==> config.mk <==
export PLATFORM = sky130hd
export DESIGN_NAME = spi_rx
export DESIGN_NICKNAME = d
export VERILOG_FILES = /design/src/rtl/spi_rx.sv
export SDC_FILE = /design/constraint.sdc
export NUM_CORES = 1
export LEC_CHECK = 0
export ABC_AREA = 1
export CAP_MARGIN = 20
export CORE_MARGIN = 4
export CORE_UTILIZATION = 55
export DETAILED_ROUTE_END_ITERATION = 6
export PLACE_DENSITY_LB_ADDON = 0.08
export SKIP_LAST_GASP = 1
export SLEW_MARGIN = 15
export SYNTH_ARGS = -nofsm -noshare
export SYNTH_HDL_FRONTEND = slang
export SYNTH_SLANG_ARGS = --single-unit
==> constraint.sdc <==
create_clock -name clk -period 2.2 [get_ports clk]
set_input_delay 0.33 -clock clk [delete_from_list [all_inputs] [get_ports clk]]
set_output_delay 0.33 -clock clk [all_outputs]
set_load 0.05 [all_outputs]
==> src/rtl/spi_rx.sv <==
// SPI receiver: oversamples spi_cs/spi_clk/spi_data, assembles MSB-first words, hands them out on valid/ready.
// Define SPI_RX_FIFO_EN for a FIFO_DEPTH-entry output FIFO; otherwise a single holding register is used.
module spi_rx #(
  parameter int DATA_W     = 24,
  parameter int FIFO_DEPTH = 4
) (
  input  logic              clk,
  input  logic              RSTn,
  input  logic              spi_cs,
  input  logic              spi_clk,
  input  logic              spi_data,
  output logic [DATA_W-1:0] rx_data,
  output logic              rx_valid,
  input  logic              rx_ready,
  output logic              frame_err,
  output logic              overrun
);

  localparam int CNT_W = $clog2(DATA_W + 2);
  localparam logic [CNT_W-1:0] CNT_FULL = CNT_W'(DATA_W);
  localparam logic [CNT_W-1:0] CNT_SAT  = CNT_W'(DATA_W + 1);

  localparam logic [1:0] ST_IDLE  = 2'd0;
  localparam logic [1:0] ST_SHIFT = 2'd1;
  localparam logic [1:0] ST_FULL  = 2'd2;
  localparam logic [1:0] ST_OVER  = 2'd3;

  logic [2:0]        cs_q;
  logic [2:0]        sclk_q;
  logic [1:0]        data_q;
  logic              cs_rise;
  logic              cs_fall;
  logic              sclk_rise;
  logic              data_s;

  logic [1:0]        state;
  logic [1:0]        st_eff;
  logic [1:0]        state_nx;
  logic [CNT_W-1:0]  cnt;
  logic [CNT_W-1:0]  cnt_nx;
  logic [DATA_W-1:0] shreg;
  logic              shift_en;
  logic              err_nx;
  logic              push_nx;
  logic              push_pend;
  logic              pop;

  // cs idles high, so its synchroniser resets high to avoid a false fall after reset
  always_ff @(posedge clk or negedge RSTn) begin
    if (!RSTn) begin
      cs_q   <= 3'b111;
      sclk_q <= 3'b000;
      data_q <= 2'b00;
    end else begin
      cs_q   <= {cs_q[1:0], spi_cs};
      sclk_q <= {sclk_q[1:0], spi_clk};
      data_q <= {data_q[0], spi_data};
    end
  end

  assign cs_rise   =  cs_q[1] & ~cs_q[2];
  assign cs_fall   = ~cs_q[1] &  cs_q[2];
  assign sclk_rise =  sclk_q[1] & ~sclk_q[2];
  assign data_s    =  data_q[1];

  // The shift of this clk is folded into st_eff before a coincident cs rise is judged
  always_comb begin
    shift_en = (state != ST_IDLE) && sclk_rise;
    cnt_nx   = cnt;
    if (shift_en && (cnt != CNT_SAT))
      cnt_nx = cnt + 1'b1;

    st_eff = state;
    if ((state == ST_SHIFT) && (cnt_nx >= CNT_FULL))
      st_eff = ST_FULL;
    else if ((state == ST_FULL) && shift_en)
      st_eff = ST_OVER;

    state_nx = st_eff;
    err_nx   = 1'b0;
    push_nx  = 1'b0;
    case (st_eff)
      ST_IDLE:  if (cs_fall) state_nx = ST_SHIFT;
      ST_SHIFT: if (cs_rise) begin state_nx = ST_IDLE; err_nx  = 1'b1; end
      ST_FULL:  if (cs_rise) begin state_nx = ST_IDLE; push_nx = 1'b1; end
      ST_OVER:  if (cs_rise) begin state_nx = ST_IDLE; err_nx  = 1'b1; end
      default:  state_nx = ST_IDLE;
    endcase
  end

  always_ff @(posedge clk or negedge RSTn) begin
    if (!RSTn) begin
      state     <= ST_IDLE;
      cnt       <= '0;
      shreg     <= '0;
      frame_err <= 1'b0;
      push_pend <= 1'b0;
    end else begin
      state     <= state_nx;
      frame_err <= err_nx;
      push_pend <= push_nx;
      if ((state == ST_IDLE) && cs_fall)
        cnt <= '0;
      else
        cnt <= cnt_nx;
      if (shift_en)
        shreg <= {shreg[DATA_W-2:0], data_s};
    end
  end

  assign pop = rx_valid && rx_ready;

`ifdef SPI_RX_FIFO_EN
  localparam int AW = $clog2(FIFO_DEPTH);

  logic [DATA_W-1:0] mem [FIFO_DEPTH];
  logic [AW:0]       wr_ptr;
  logic [AW:0]       rd_ptr;
  logic              full;
  logic              empty;

  assign full     = (wr_ptr[AW] != rd_ptr[AW]) && (wr_ptr[AW-1:0] == rd_ptr[AW-1:0]);
  assign empty    = (wr_ptr == rd_ptr);
  assign rx_valid = !empty;
  assign rx_data  = mem[rd_ptr[AW-1:0]];

  // When full, a same-clk pop frees the head slot, which is exactly where the new word lands
  always_ff @(posedge clk or negedge RSTn) begin
    if (!RSTn) begin
      wr_ptr  <= '0;
      rd_ptr  <= '0;
      overrun <= 1'b0;
      for (int i = 0; i < FIFO_DEPTH; i++)
        mem[i] <= '0;
    end else begin
      overrun <= push_pend && full && !pop;
      if (push_pend && (!full || pop)) begin
        mem[wr_ptr[AW-1:0]] <= shreg;
        wr_ptr              <= wr_ptr + 1'b1;
      end
      if (pop)
        rd_ptr <= rd_ptr + 1'b1;
    end
  end
`else
  localparam int unused_fifo_depth = FIFO_DEPTH;

  always_ff @(posedge clk or negedge RSTn) begin
    if (!RSTn) begin
      rx_data  <= '0;
      rx_valid <= 1'b0;
      overrun  <= 1'b0;
    end else begin
      overrun <= push_pend && rx_valid && !rx_ready;
      if (push_pend && (!rx_valid || rx_ready)) begin
        rx_data  <= shreg;
        rx_valid <= 1'b1;
      end else if (pop) begin
        rx_valid <= 1'b0;
      end
    end
  end
`endif

endmodule

---- After elaboration in Yosys (flattened, before gate mapping) ----
Cells that the tools add are included.
word-level totals
  output and inout port bits .............. 27
  bits of input ports ..................... 6
  bits in registers ....................... 67
  word-level logic and storage cells ...... 55
cells by class
  multiplexer cells ....................... 12
  bitwise logic cells ..................... 6
  magnitude comparators ................... 1
  reduce and logical (&&, ||, !) cells .... 18
  $add $sub $neg .......................... 1
  eq/ne operators ......................... 6
operators with widths
  operator               number
  $mux W5                2
  $logic_and A1 B1 Y1    9
  $mux W2                4
  $eq A2 B2 Y1 const B   3
  $add A5 B1 Y5 const B  1
  $ge A5 B5 Y1 const B   1
  $mux W1                5
  $ne A5 B5 Y1 const B   1
  $eq A2 B1 Y1 const B   2
  $logic_not A2 Y1       2
  $pmux W2 S2            1
  $reduce_bool A2 Y1     2
  $and A1 B1 Y1          3
  $not A1 Y1             3
  $reduce_or A3 Y1       1
  $logic_not A1 Y1       2
  $reduce_or A2 Y1       1
  $logic_or A1 B1 Y1     1

---- Logic depth before layout (Yosys ltp) ----
Gate-level depths: netlist of the first run.
  word-level depth ........................ 11
  mapped depth ............................ 11
  gate-level depth less buffers ........... 11

---- Worst setup path before layout of the first run ----
Ideal clock, no wire load.
  path type ............................... register to register
  start ................................... reg rx_valid
  end ..................................... reg rx_data[23]
  library setup time ...................... 125 ps
  data arrival time ....................... 1337 ps
  buffers on the path ..................... 1
  cell stages (with the launch flop) ...... 5
  required time ........................... 2075 ps
  path slack .............................. 738 ps
  clock period less this slack ............ 1462 ps
  cells stage by stage .................... dfrtp_1 nand2_1 nand2_1 buf_2 mux2_2
on the way
  word-level cells in the longest chain between the ends .. 3
RTL lines
  element                 line  text
  start, declared         13    output logic rx_valid,
  start signal, assigned  151   rx_valid <= 1'b0;
  start signal, assigned  157   rx_valid <= 1'b1;
  start signal, assigned  159   rx_valid <= 1'b0;
  $logic_not A1 Y1        155   if (push_pend && (!rx_valid || rx_ready)) begin
  $logic_or A1 B1 Y1      155
  $logic_and A1 B1 Y1     155
  end signal, assigned    156   rx_data <= shreg;
  end, declared           12    output logic [DATA_W-1:0] rx_data,
No other way between the ends.
A chain may end at the register's enable or synchronous reset.

---- Worst setup path after layout of the first run ----
  start ................................... reg rx_data[11]
  end ..................................... out rx_data[11]
No word-level cell between the ends.

==> flow_summary.yaml, run 1 <==
place:
  dp_hpwl_microns: 2850
  gp_congestion: 0.835
  place_worst_setup_slack_ns: 0.311
  place_area_sq_mm: 0.00299
  numPortBuffers: 32
global_routing:
  grt-ovfl-total: 0
  grt_use_met1_pct: 21.7
  grtUsageMet2_pct: 24.8
  antenna_found_initial: 0
  grt_pass1_wl_microns: 7690
  grt_use_met3_pct: 6.21
  track_usage_pct: 16.7
  grt_max_degree: 68
  grt_pass1_vias: 1716
  busiest_layer: "met2"
sta:
  max_clock_freq_mhz: 542
  fin_crit_ns: 1.85
  rsz0062_at_grt: "false"
  max_slew_margin_pct: 60.9
  hold_viol_final: 0
  fin_skew_ns: 0.00593
  fin_setup_tns_ns: 0
  setup_ws_ns: 0.354
  max_slew.worst_pin.slew_ns: 0.586
  min_period_over_period_pct: 83.9
  setup_viol: 0
  slew_violations: 0
cells_and_area:
  fin_nets: 306
  diodes: 0
  final_util_pct: 71.4
  finish.instance_area_sq_mm: 0.00322
  drive_gt1_share_pct: 13.5
  syn_to_final_growth_pct: 22.1
yosys:
  ys_seq_elements: 67
  syn_area_per_cell_sq_um: 10.1
  synth_cells: 261
  synthDistinctLibCells: 24
  synth_top_area_cell: "dfrtp_1"
  synth_area_leaders: "dfrtp_1 (61%), nand2_1 (9.0%), o21ai_0 (7.6%)"
  synth_nets: 269
  ys_seq_area_share_pct: 63.8
  synth_top_area_share_pct: 60.8
  synth_warnings: 0
  netlist_area_sq_mm: 0.00263
clock_tree:
  cts_hold_buf: 0
  cts_tree: "built"
  post_cts_resized: 0
  numCtsBuffers: 9
  clockBufferDepth: 2
  cts_setup_buffers: 0
  cts_max_level: 3
  cts_root_buf: "clkbuf_8"
  numClockSinks: 67
  insertion_delay_ns: 0.33
  path_clk_slew_ns: 0.07
floorplanning:
  die_w_microns: 77.2
  fp.coreArea_sq_mm: 0.00450
  rows: 24
  fp.dieH_microns: 77.2
  start_util_pct: 58.5
  die_area_sq_mm: 0.00596
  ioPinCount: 33
drt:
  routed_via_density: 5.06
  wl_per_cell_microns: 12.6
  vias: 1798
  drt_wl_total_microns: 4480
  drtIter0Drc: 81
  drt-pass1-iter-count: 6
  drc: 0
  ant_nets: 0
hold_path:
  hold_class: "input pin to asynchronous set/reset pin"
flow_run:
  maxCapViolCount: 0
worst_setup_path:
  critPathRequiredTime_ns: 1.87
  slowest_stage: "clkdlybuf4s50_1"
  crit_buf_inv: 1
  end_kind: "output pin"
  worst-path-max-fanout: 2
  arrival_ns: 1.52
  crit_path_cell_trace: "clkdlybuf4s50_1"
  crit_type: "flip-flop to output pin"
  crit_family: "buffers and inverters"
  slowest_delay_ns: 0.81
  crit_path_start_kind: "flip-flop"
pwr:
  p_per_area_mw_per_mm2: 933
  power_leakage_nw: 1.44
  max-vdd-ir-drop_mv: 0.592
  finalPower_mw: 3.00
run_status:
  status: "finished clean"
[power breakdown]
part,total [mW],switching (mW),internal [mW],leakage [nW]
Sequential,1.45,0.0848,1.36,0.900
Clock,1.13,0.461,0.668,0.108
Combinational,0.426,0.281,0.145,0.431
[Yosys cell counts (all sizes together)]
master   n
dfstp    3
nand2   69
o21ai   49
o21a     1
ha       2
a21oi    4
buf      8
nor2    14
nand4    1
clkbuf   2
nand3    4
inv     37
dfrtp   64
nor3     2
mux2     1
[cell usage in the layout, fill, tap and decap left out]
| cell | instances |
|---|---|
| nand3_1 | 3 |
| buf_2 | 1 |
| nand3_2 | 1 |
| inv_2 | 2 |
| o21ai_1 | 9 |
| dfstp_2 | 3 |
| nand2_2 | 2 |
| a21oi_1 | 4 |
| buf_4 | 3 |
| clkinv_4 | 1 |
| nand2_4 | 4 |
| dfrtp_1 | 64 |
| clkinv_2 | 1 |
| ha_1 | 2 |
| inv_1 | 35 |
| clkbuf_8 | 10 |
| nor3_1 | 2 |
| nor2_2 | 2 |
| bufinv_16 | 2 |
| nand2_1 | 63 |
| nor2_8 | 1 |
| clkinvlp_4 | 2 |
| mux2_2 | 1 |
| nor2_1 | 7 |
| o21ai_0 | 40 |
| o21a_1 | 1 |
| buf_12 | 1 |
| clkdlybuf4s50_1 | 31 |
| nor2_4 | 4 |
| nand4_1 | 1 |
[kinds of logic (layout without fill, tap and decap cells)]
group | Yosys count | count (layout) | share of synthesized area, %
buffers and inverters | 47 | 89 | 7.79
flip-flops | 67 | 67 | 63.8
AND/OR/NAND/NOR | 90 | 90 | 16.7
adder cells (fa/ha/maj) | 2 | 2 | 0.950
multiplexers | 1 | 1 | 0.428
AO/OA/AOI/OAI | 54 | 54 | 10.4
[through the flow]
stage / hold slack, ns / cells
2_1_floorplan: 0.0344 / 261
3_3_place_gp: 0.333 / 339
3_5_place_dp: 0.336 / 339
4_1_cts: 0.00918 / 355
5_1_grt: 0.0172 / 355
6_report: 0.00439 / 355
[flip-flops by register name, summed over array words and instances, names as in the netlist]
| register | flops |
|---|---|
| state | 2 |
| rx_valid | 1 |
| data_q | 2 |
| rx_data | 24 |
| sclk_q | 3 |
| shreg | 24 |
| overrun | 1 |
| cnt | 5 |
| cs_q | 3 |
| frame_err | 1 |
| push_pend | 1 |
[worst paths after layout]
path	endpoint	cells past startpoint	startpoint	slack, ns
worst max-delay path	rx_data[11]	1	rx_data[11]	0.35
worst min-delay path	state[0]	2	RSTn	0.004
max in group asynchronous	cs_q[1]	2	RSTn	1.90
worst max register to register	rx_data[10]	5	rx_valid	0.73
worst min register to register	sclk_q[1]	0	sclk_q[0]	0.35
min in group clk	sclk_q[1]	0	sclk_q[0]	0.35
[metal layers]
layer	wire length, microns	vias to the layer above
met5	0	-
met4	62	0
met3	217	9
met2	2070	40
met1	2130	863
li1	-	886
[final cells by class]
cell class              count  area [sq um]
clock buffers              10           138
clock inverters             6          88.8
fillers                   328          1290
inverters                  37           139
multi-input cells         147           748
flip-flops and latches     67          1680
well taps                  52          65.1
repair buffers             36           358
Note: power is estimated with default switching activity, not from simulation.
==> run 2, diff against run 1 <==
CORE_UTILIZATION = 54   (was 55)
clock period = 1.9 ns   (was 2.2 ns; I/O delays follow)
==> run 2 against run 1 <==
Critical path depth unchanged. Highest routed layer unchanged. Cell count up 5.1%. Critical path type unchanged. Clock power up 14%. Worst hold slack better by 0.35 ns. Flip-flop and latch count unchanged. First-iteration DRC count down 8.6%. Setup slack worse by 0.25 ns. Critical endpoint is now rx_data[1]. Via count down 1.9%.
==> flow_summary.yaml, run 2 (synthesis gave the netlist of run 1 again) <==
drt:
  ant_nets: 0
  drt_wl_total_microns: 4280
  routed_via_density: 4.73
  drtIter0Drc: 74
  drt-pass1-iter-count: 4
  wl_per_cell_microns: 11.5
  drc: 0
  vias: 1763
pwr:
  p_per_area_mw_per_mm2: 1060
  finalPower_mw: 3.46
  power_leakage_nw: 1.45
  max-vdd-ir-drop_mv: 0.607
global_routing:
  grt_pass1_vias: 1760
  track_usage_pct: 16.7
  grt-ovfl-total: 0
  grtUsageMet2_pct: 24.3
  grt_pass1_wl_microns: 7890
  grt_use_met3_pct: 5.10
  busiest_layer: "met2"
  antenna_found_initial: 0
  grt_max_degree: 47
  grt_use_met1_pct: 22.6
clock_tree:
  cts_setup_buffers: 0
  cts_hold_buf: 1
  cts_max_level: 3
  post_cts_resized: 0
  clockBufferDepth: 2
  path_clk_slew_ns: 0.07
  insertion_delay_ns: 0.33
  numCtsBuffers: 9
  cts_tree: "built"
  cts_root_buf: "clkbuf_8"
  numClockSinks: 67
worst_setup_path:
  crit_path_cell_trace: "clkdlybuf4s50_1"
  crit_type: "flip-flop to output pin"
  crit_path_start_kind: "flip-flop"
  slowest_delay_ns: 0.81
  crit_family: "buffers and inverters"
  worst-path-max-fanout: 2
  slowest_stage: "clkdlybuf4s50_1"
  critPathRequiredTime_ns: 1.62
  crit_buf_inv: 1
  end_kind: "output pin"
  arrival_ns: 1.51
cells_and_area:
  syn_to_final_growth_pct: 23.8
  seqCellArea_sq_mm: 0.00168
  fin_nets: 309
  finish.instance_area_sq_mm: 0.00326
  drive_gt1_share_pct: 14.1
  multiInputGateArea_sq_um: 748
  reg.largest.list: "rx_data (24), shreg (24), cnt (5)"
  stdcell_count: 373
  final_cell_mix: "dfrtp_1 (64), nand2_1 (63), o21ai_0 (40)"
  diodes: 0
  layout_commonest_cell: "dfrtp_1"
  final_util_pct: 69.0
  fill_cells: 370
place:
  place_inst: 356
  place_area_sq_mm: 0.00302
  place_worst_setup_slack_ns: 0.229
  numPortBuffers: 32
  dp_hpwl_microns: 2960
  gp_congestion: 0.732
sta:
  setup_ws_ns: 0.107
  hold_viol_final: 0
  max_clock_freq_mhz: 558
  setup_viol: 0
  max_slew_margin_pct: 65.7
  rsz0062_at_grt: "false"
  fin_skew_ns: 0.00736
  slew_violations: 0
  fin_setup_tns_ns: 0
  min_period_over_period_pct: 94.4
  fin_crit_ns: 1.79
  max_slew.worst_pin.slew_ns: 0.513
  fin_hold_ws_ns: 0.351
floorplanning:
  fp.coreArea_sq_mm: 0.00472
  fp.dieH_microns: 77.8
  ioPinCount: 33
  rows: 25
  start_util_pct: 55.8
  die_area_sq_mm: 0.00606
  die_w_microns: 77.8
run_status:
  status: "finished clean"
flow_run:
  maxCapViolCount: 0
hold_path:
  hold_class: "flip-flop to flip-flop"
run 2: cell count changes in the layout (fill, tap and decap cells not counted), sizes merged:
cell,previous run,this run
dlygate4sd3,0,1
buf,5,7
run 2: worst paths after layout:
check                           startpoint          to  slack [ns]  cells after the start
worst min register to register   data_q[0]   data_q[1]        0.35                      0
worst max-delay path            rx_data[1]  rx_data[1]        0.11                      1
max in group asynchronous             RSTn   shreg[15]        0.79                      3
min in group asynchronous             RSTn      cnt[2]        0.41                      2
worst max register to register      cnt[1]    state[0]        0.48                     11
worst min-delay path             data_q[0]   data_q[1]        0.35                      0
run 2: layout make-up:
cell class,count,share of cell area [%]
clock buffers,10,4.22
clock inverters,6,2.72
inverters,37,4.26
multi-input cells,147,22.9
flip-flops and latches,67,51.5
well taps,67,2.57
repair buffers,39,11.7
run 2: per-layer routing:
layer	vias to the layer above	share of wire, %
met5	-	0
met4	0	1.3
met1	839	51
met3	6	4.2
met2	26	43
li1	892	-
run 2: report_power, final:
group	leakage [nW]	switching, mW	internal (mW)
Clock	0.108	0.519	0.774
Sequential	0.900	0.0948	1.58
Combinational	0.444	0.322	0.171
==> run 3, diff against run 2 <==
CTS_CLUSTER_SIZE = 14   (was not set)
PLACE_DENSITY = 0.78   (was not set)
PLACE_DENSITY_LB_ADDON = not set   (was 0.08)
==> run 3 against run 2 <==
Register-to-register slack improved by 0.02 ns. Routed wire length fell by 2.4%. Largest cell class unchanged. Combinational power barely moved. Design area down 0.42%. Non-clock buffer count shrank 2. Largest power group unchanged. Via count fell by 1.4%. Die area unchanged. Flip-flop and latch count did not move. Clock power barely moved. Clock skew is 0.0016 ns higher.
==> flow_summary.yaml, run 3 (synthesis gave the netlist of run 1 again) <==
place:
  place_area_sq_mm: 0.00301
  dp_hpwl_microns: 2760
  gp_congestion: 0.795
  place_worst_setup_slack_ns: 0.339
  numPortBuffers: 32
  place_inst: 354
clock_tree:
  insertion_delay_ns: 0.33
  path_clk_slew_ns: 0.07
  numClockSinks: 67
  cts_setup_buffers: 0
  numCtsBuffers: 9
  cts_max_level: 3
  cts_root_buf: "clkbuf_8"
  clockBufferDepth: 2
  post_cts_resized: 0
  cts_tree: "built"
  cts_hold_buf: 1
cells_and_area:
  stdcell_count: 371
  layout_commonest_cell: "dfrtp_1"
  syn_to_final_growth_pct: 23.3
  diodes: 0
  fill_cells: 345
  final_cell_mix: "dfrtp_1 (64), nand2_1 (63), o21ai_0 (40)"
  fin_nets: 307
  seqCellArea_sq_mm: 0.00168
  reg.largest.list: "rx_data (24), shreg (24), cnt (5)"
  finish.instance_area_sq_mm: 0.00325
  multiInputGateArea_sq_um: 748
  drive_gt1_share_pct: 13.2
sta:
  min_period_over_period_pct: 95.0
  hold_viol_final: 0
  setup_viol: 0
  setup_ws_ns: 0.0955
  fin_skew_ns: 0.00899
  fin_setup_tns_ns: 0
  rsz0062_at_grt: "false"
  max_slew_margin_pct: 65.6
  max_slew.worst_pin.slew_ns: 0.515
  fin_crit_ns: 1.80
  slew_violations: 0
  fin_hold_ws_ns: 0.352
  max_clock_freq_mhz: 554
global_routing:
  antenna_found_initial: 0
  track_usage_pct: 16.6
  grt_use_met3_pct: 3.48
  grt_pass1_vias: 1747
  grt_use_met1_pct: 22.5
  grt-ovfl-total: 0
  grtUsageMet2_pct: 23.9
  grt_max_degree: 68
  grt_pass1_wl_microns: 7730
  busiest_layer: "met2"
flow_run:
  maxCapViolCount: 0
drt:
  routed_via_density: 4.68
  drtIter0Drc: 156
  drt-pass1-iter-count: 4
  drt_wl_total_microns: 4180
  ant_nets: 0
  vias: 1738
  drc: 0
  wl_per_cell_microns: 11.3
floorplanning:
  start_util_pct: 55.8
  fp.dieH_microns: 77.8
  ioPinCount: 33
  die_area_sq_mm: 0.00606
  fp.coreArea_sq_mm: 0.00472
  die_w_microns: 77.8
  rows: 25
hold_path:
  hold_class: "flip-flop to flip-flop"
  hold_depth: 0
  min_to: "data_q[1]"
  holdCritStartpoint: "data_q[0]"
worst_setup_path:
  crit_type: "flip-flop to output pin"
  r2r_cells: 11
  arrival_ns: 1.52
  crit_path_cell_trace: "clkdlybuf4s50_1"
  critPathRequiredTime_ns: 1.62
  worst-path-max-fanout: 2
  reg2reg_from: "cnt[1]"
  slowest_stage: "clkdlybuf4s50_1"
  crit_cells: 1
  crit_path_start_kind: "flip-flop"
  worst_r2r_endpoint: "state[0]"
  crit_buf_inv: 1
  crit_family: "buffers and inverters"
  slowest_delay_ns: 0.82
  end_kind: "output pin"
  r2r_slack_ns: 0.50
pwr:
  max-vdd-ir-drop_mv: 1.15
  p_per_area_mw_per_mm2: 1070
  power_leakage_nw: 1.45
  pwr-share-comb_pct: 14.2
  p_int_mw: 2.56
  clockPowerShare_pct: 37.7
  swShare_pct: 26.4
  pwr-share-seq_pct: 48.1
  p_switching_mw: 0.920
run_status:
  status: "finished clean"
[run 3: stage by stage]
step	power [mW]	util, %
after floorplan	2.06	-
after global placement	2.17	63.7
after detailed placement	2.19	63.7
after CTS	3.52	68.7
after global routing	3.66	68.7
final	3.48	68.7
[run 3: cell type report]
cell class / count / share of cell area (%)
clock buffer: 12 / 4.78
clock inverter: 4 / 2.24
inverter: 37 / 4.28
multi-input combinational: 147 / 23.0
sequential: 67 / 51.8
tap: 67 / 2.58
timing repair buffer: 37 / 11.3
[run 3: worst max-delay path by stage]
stage,startpoint,endpoint,slack (ns)
4_1_cts,rx_data[2],rx_data[2],0.07
6_report,rx_data[23],rx_data[23],0.1
2_1_floorplan,rx_valid,rx_data[23],0.44
5_1_grt,rx_data[12],rx_data[12],0.04
3_5_place_dp,rx_ready,rx_data[14],0.34
3_3_place_gp,rx_ready,rx_data[22],0.38
[run 3: power groups by stage]
stage	clock network, mW	registers [mW]	logic (mW)
6_report	1.31	1.67	0.494
2_1_floorplan	0	1.72	0.344
5_1_grt	1.39	1.70	0.570
4_1_cts	1.34	1.67	0.505
3_3_place_gp	0	1.69	0.477
3_5_place_dp	0	1.70	0.498
[run 3: routing by layer]
layer | share of wire [%] | wire length [microns]
met5 | 0 | 0
met4 | 2.2 | 91
met3 | 3.4 | 143
met2 | 44 | 1860
met1 | 50 | 2080
==> RTL edit 1: new RTL, flow settings as in run 2 <==
Change the parameter `DATA_W` from 24 to 28.
--- a/src/rtl/spi_rx.sv
+++ b/src/rtl/spi_rx.sv
@@ -3,3 +3,3 @@
 module spi_rx #(
-  parameter int DATA_W     = 24,
+  parameter int DATA_W     = 28,
   parameter int FIFO_DEPTH = 4
Ports: changed (resized rx_data); port bits go from 33 to 37. The function was not compared with the original's and may differ.
==> RTL edit 1 against run 2 <==
First-iteration DRC count increased by 12%; non-clock buffer count increased by 6; design area increased by 9.0%; routed wire length increased by 16%; sequential cell count increased by 8; worst setup slack got worse by 0.015 ns; critical path depth unchanged; synthesized area increased by 10%; via count increased by 15%.
Power is not compared: it rests on default switching activity, and its combinational part moved more than twofold at a synthesized area within 25%.
==> RTL edit 1: results <==
[global_routing]
groute.layer.met3.usage_pct = 4.102
grt_util_all_layers_pct = 17.90
grt_use_met2_pct = 28.90
grt_use_met1_pct = 22.90
grt_pass1_wl_mm = 8.942
grt_pass1_vias = 2048
grt_max_degree = 37
antenna_found_initial = 0

[place]
port_buffers = 36
dp_cells = 404
dp_slack_ns = 0.3622
post_dp_cell_area_sq_um = 3352
gp_congestion = 0.8536
hpwl_mm = 3.540

[outcome]
status = finished clean

[routing]
met3_length_um = 197
wl_met1_mm = 2.403
wl_met2_mm = 2.297
dr_total_vias = 2022
wirelength_mm = 4.964
drt-initial-drc-count = 83
vias_per_cell = 4.803

[yosys]
yosys.cell_types.count = 20
synth_nets = 309
synth_compound_area_share_pct = 10.67
synthTopCellsByArea = dfrtp_1, nand2_1, o21ai_0, inv_1, dfstp_2
yosysSeqAreaShare_pct = 64.92
synth_fa_ha_area_share_pct = 0.8639
avgSynthCellArea_sq_um = 9.623
synth_xor_area_share_pct = 0
synth_mux_area_share_pct = 0.3888
yosys-top-cells-count = nand2_1, dfrtp_1, o21ai_0

[pwr]
comb-power_w = 0.00102
p_sw_w = 0.001384

[worst_setup_path]
worstPathMaxFanout = 2
worstPathArrival_ns = 1.52

[sta]
relSlewSlack_pct = 66.04
fin_skew_ns = 0.007794

[clocking]
cts_resized = 0

[cells_and_area]
reg_top3 = rx_data x28, shreg x28, cnt x5
final_nets = 354
final_layout_size_suffix_gt1_share_pct = 12.54
-- RTL edit 1: cell types whose count changed after synthesis, moves of 4 or more --
cell | run 2 | this run
nand2_1 | 63 | 80
o21ai_0 | 40 | 57
inv_1 | 35 | 45
o21ai_1 | 9 | 0
dfrtp_1 | 64 | 72
nand2_2 | 2 | 7
clkbuf_1 | 2 | 6
nand2_4 | 4 | 0
-- RTL edit 1: final timing paths --
check | slack, ns | start | to
worst max-delay path | 0.09 | rx_data[0] | rx_data[0]
worst min-delay path | 0.35 | data_q[0] | data_q[1]
worst max register to register | 0.41 | cnt[0] | state[0]
worst min register to register | 0.35 | data_q[0] | data_q[1]
max in group asynchronous | 0.87 | RSTn | state[1]
min in group asynchronous | 0.41 | RSTn | rx_data[4]
-- RTL edit 1: area by class of cell --
cell class              count  area (sq um)
repair buffers             45         427.9
clock inverters             6         55.05
inverters                  45         168.9
clock buffers              10         137.6
well taps                  70         87.58
multi-input cells         170         797.0
flip-flops and latches     75          1881
fillers                   436          1585
==> RTL edit 2: new RTL, flow settings as in run 2 <==
Made on the original files. Remove the register `overrun`: a continuous assignment takes its place, so the output `overrun` follows one clock earlier.
--- a/src/rtl/spi_rx.sv
+++ b/src/rtl/spi_rx.sv
@@ -151,5 +151,3 @@
       rx_valid <= 1'b0;
-      overrun  <= 1'b0;
     end else begin
-      overrun <= push_pend && rx_valid && !rx_ready;
       if (push_pend && (!rx_valid || rx_ready)) begin
@@ -162,2 +160,4 @@
   end
+
+  assign overrun = push_pend && rx_valid && !rx_ready;
 `endif
Check against the original RTL: no difference found for any inputs over 10 cycles, from zero or initial values and one cycle with RSTn low; that may be too few to reach the edited logic, so the function may still have changed.
==> RTL edit 2 against run 2 <==
Via count is 3.0% lower; design area is 3.6% lower; core utilization is 1.2 points higher; synthesized area is 2.2% lower; worst setup slack worse by 0.030 ns; sequential cell count is 1 lower; power is 6.6% lower; routed wire length is 4.3% lower; largest cell class unchanged; largest power group unchanged.
==> RTL edit 2: results <==
[outcome]
status = finished clean

[place]
post_dp_cell_area_sq_um = 2949
dp_cells = 335
gp_congestion = 0.7264
hpwl_mm = 2.797

[yosys]
yosysSeqAreaShare_pct = 64.25
synthTopCellsByArea = dfrtp_1, nand2_1, o21ai_0, inv_1, dfstp_2
synth_compound_area_share_pct = 10.88
synth_seq_cells = 66
synth_mux_area_share_pct = 0.4371
synth_nets = 265
avgSynthCellArea_sq_um = 10.02
syn_inst = 257

[pwr]
leakagePower_nw = 1.406
power_clock_w = 0.00110
p_int_w = 0.002361
p_sw_w = 0.0008700
peakVddDrop_uv = 844.0

[cells_and_area]
clock_area_share_pct = 5.889
n_fill_cell = 358
instances_no_fill = 351
multi_input_gates = 146
multiInputGateArea_sq_um = 729.5
final_nets = 303
n_all_inverters = 35
final_layout_size_suffix_gt1_share_pct = 11.71
num-nonclk-buffers = 37
clockBufferCount = 12

[min_path]
min-delay-start = sclk_q[0]
holdPathEnd = sclk_q[1]

[global_routing]
grt_pass1_wl_mm = 7.327
grt_pass1_vias = 1609
grt_util_all_layers_pct = 15.66
grt_max_degree = 67

[sta]
final.period_utilization_pct = 95.96
fin_skew_ns = 0.004284
relSlewSlack_pct = 66.33

[routing]
vias_per_cell = 4.872
avgRoutedWirePerCell_um = 11.66

[worst_setup_path]
crit_start = rx_data[23]
reg2reg_slack_ns = 0.50
## RTL edit 2: cell count changes after synthesis, sizes merged
cell	before	now
o21a	1	2
nand3	4	3
inv	37	35
dfrtp	64	63
nand2	69	68
## RTL edit 2: timing repair
item	4_1_cts	5_1_grt
hold buffers	1	0
hold endpoints to repair	63	0
setup buffers	0	0
## RTL edit 2: layer usage
| metal | vias to the layer above | part of all wire (%) | GRT usage, % |
|---|---|---|---|
| met3 | 7 | 4.0 | 3.864 |
| li1 | 875 | - | - |
| met1 | 797 | 49 | 20.89 |
| met4 | 0 | 1.7 | 8.007 |
| met2 | 31 | 46 | 23.87 |
| met5 | - | 0 | 0 |
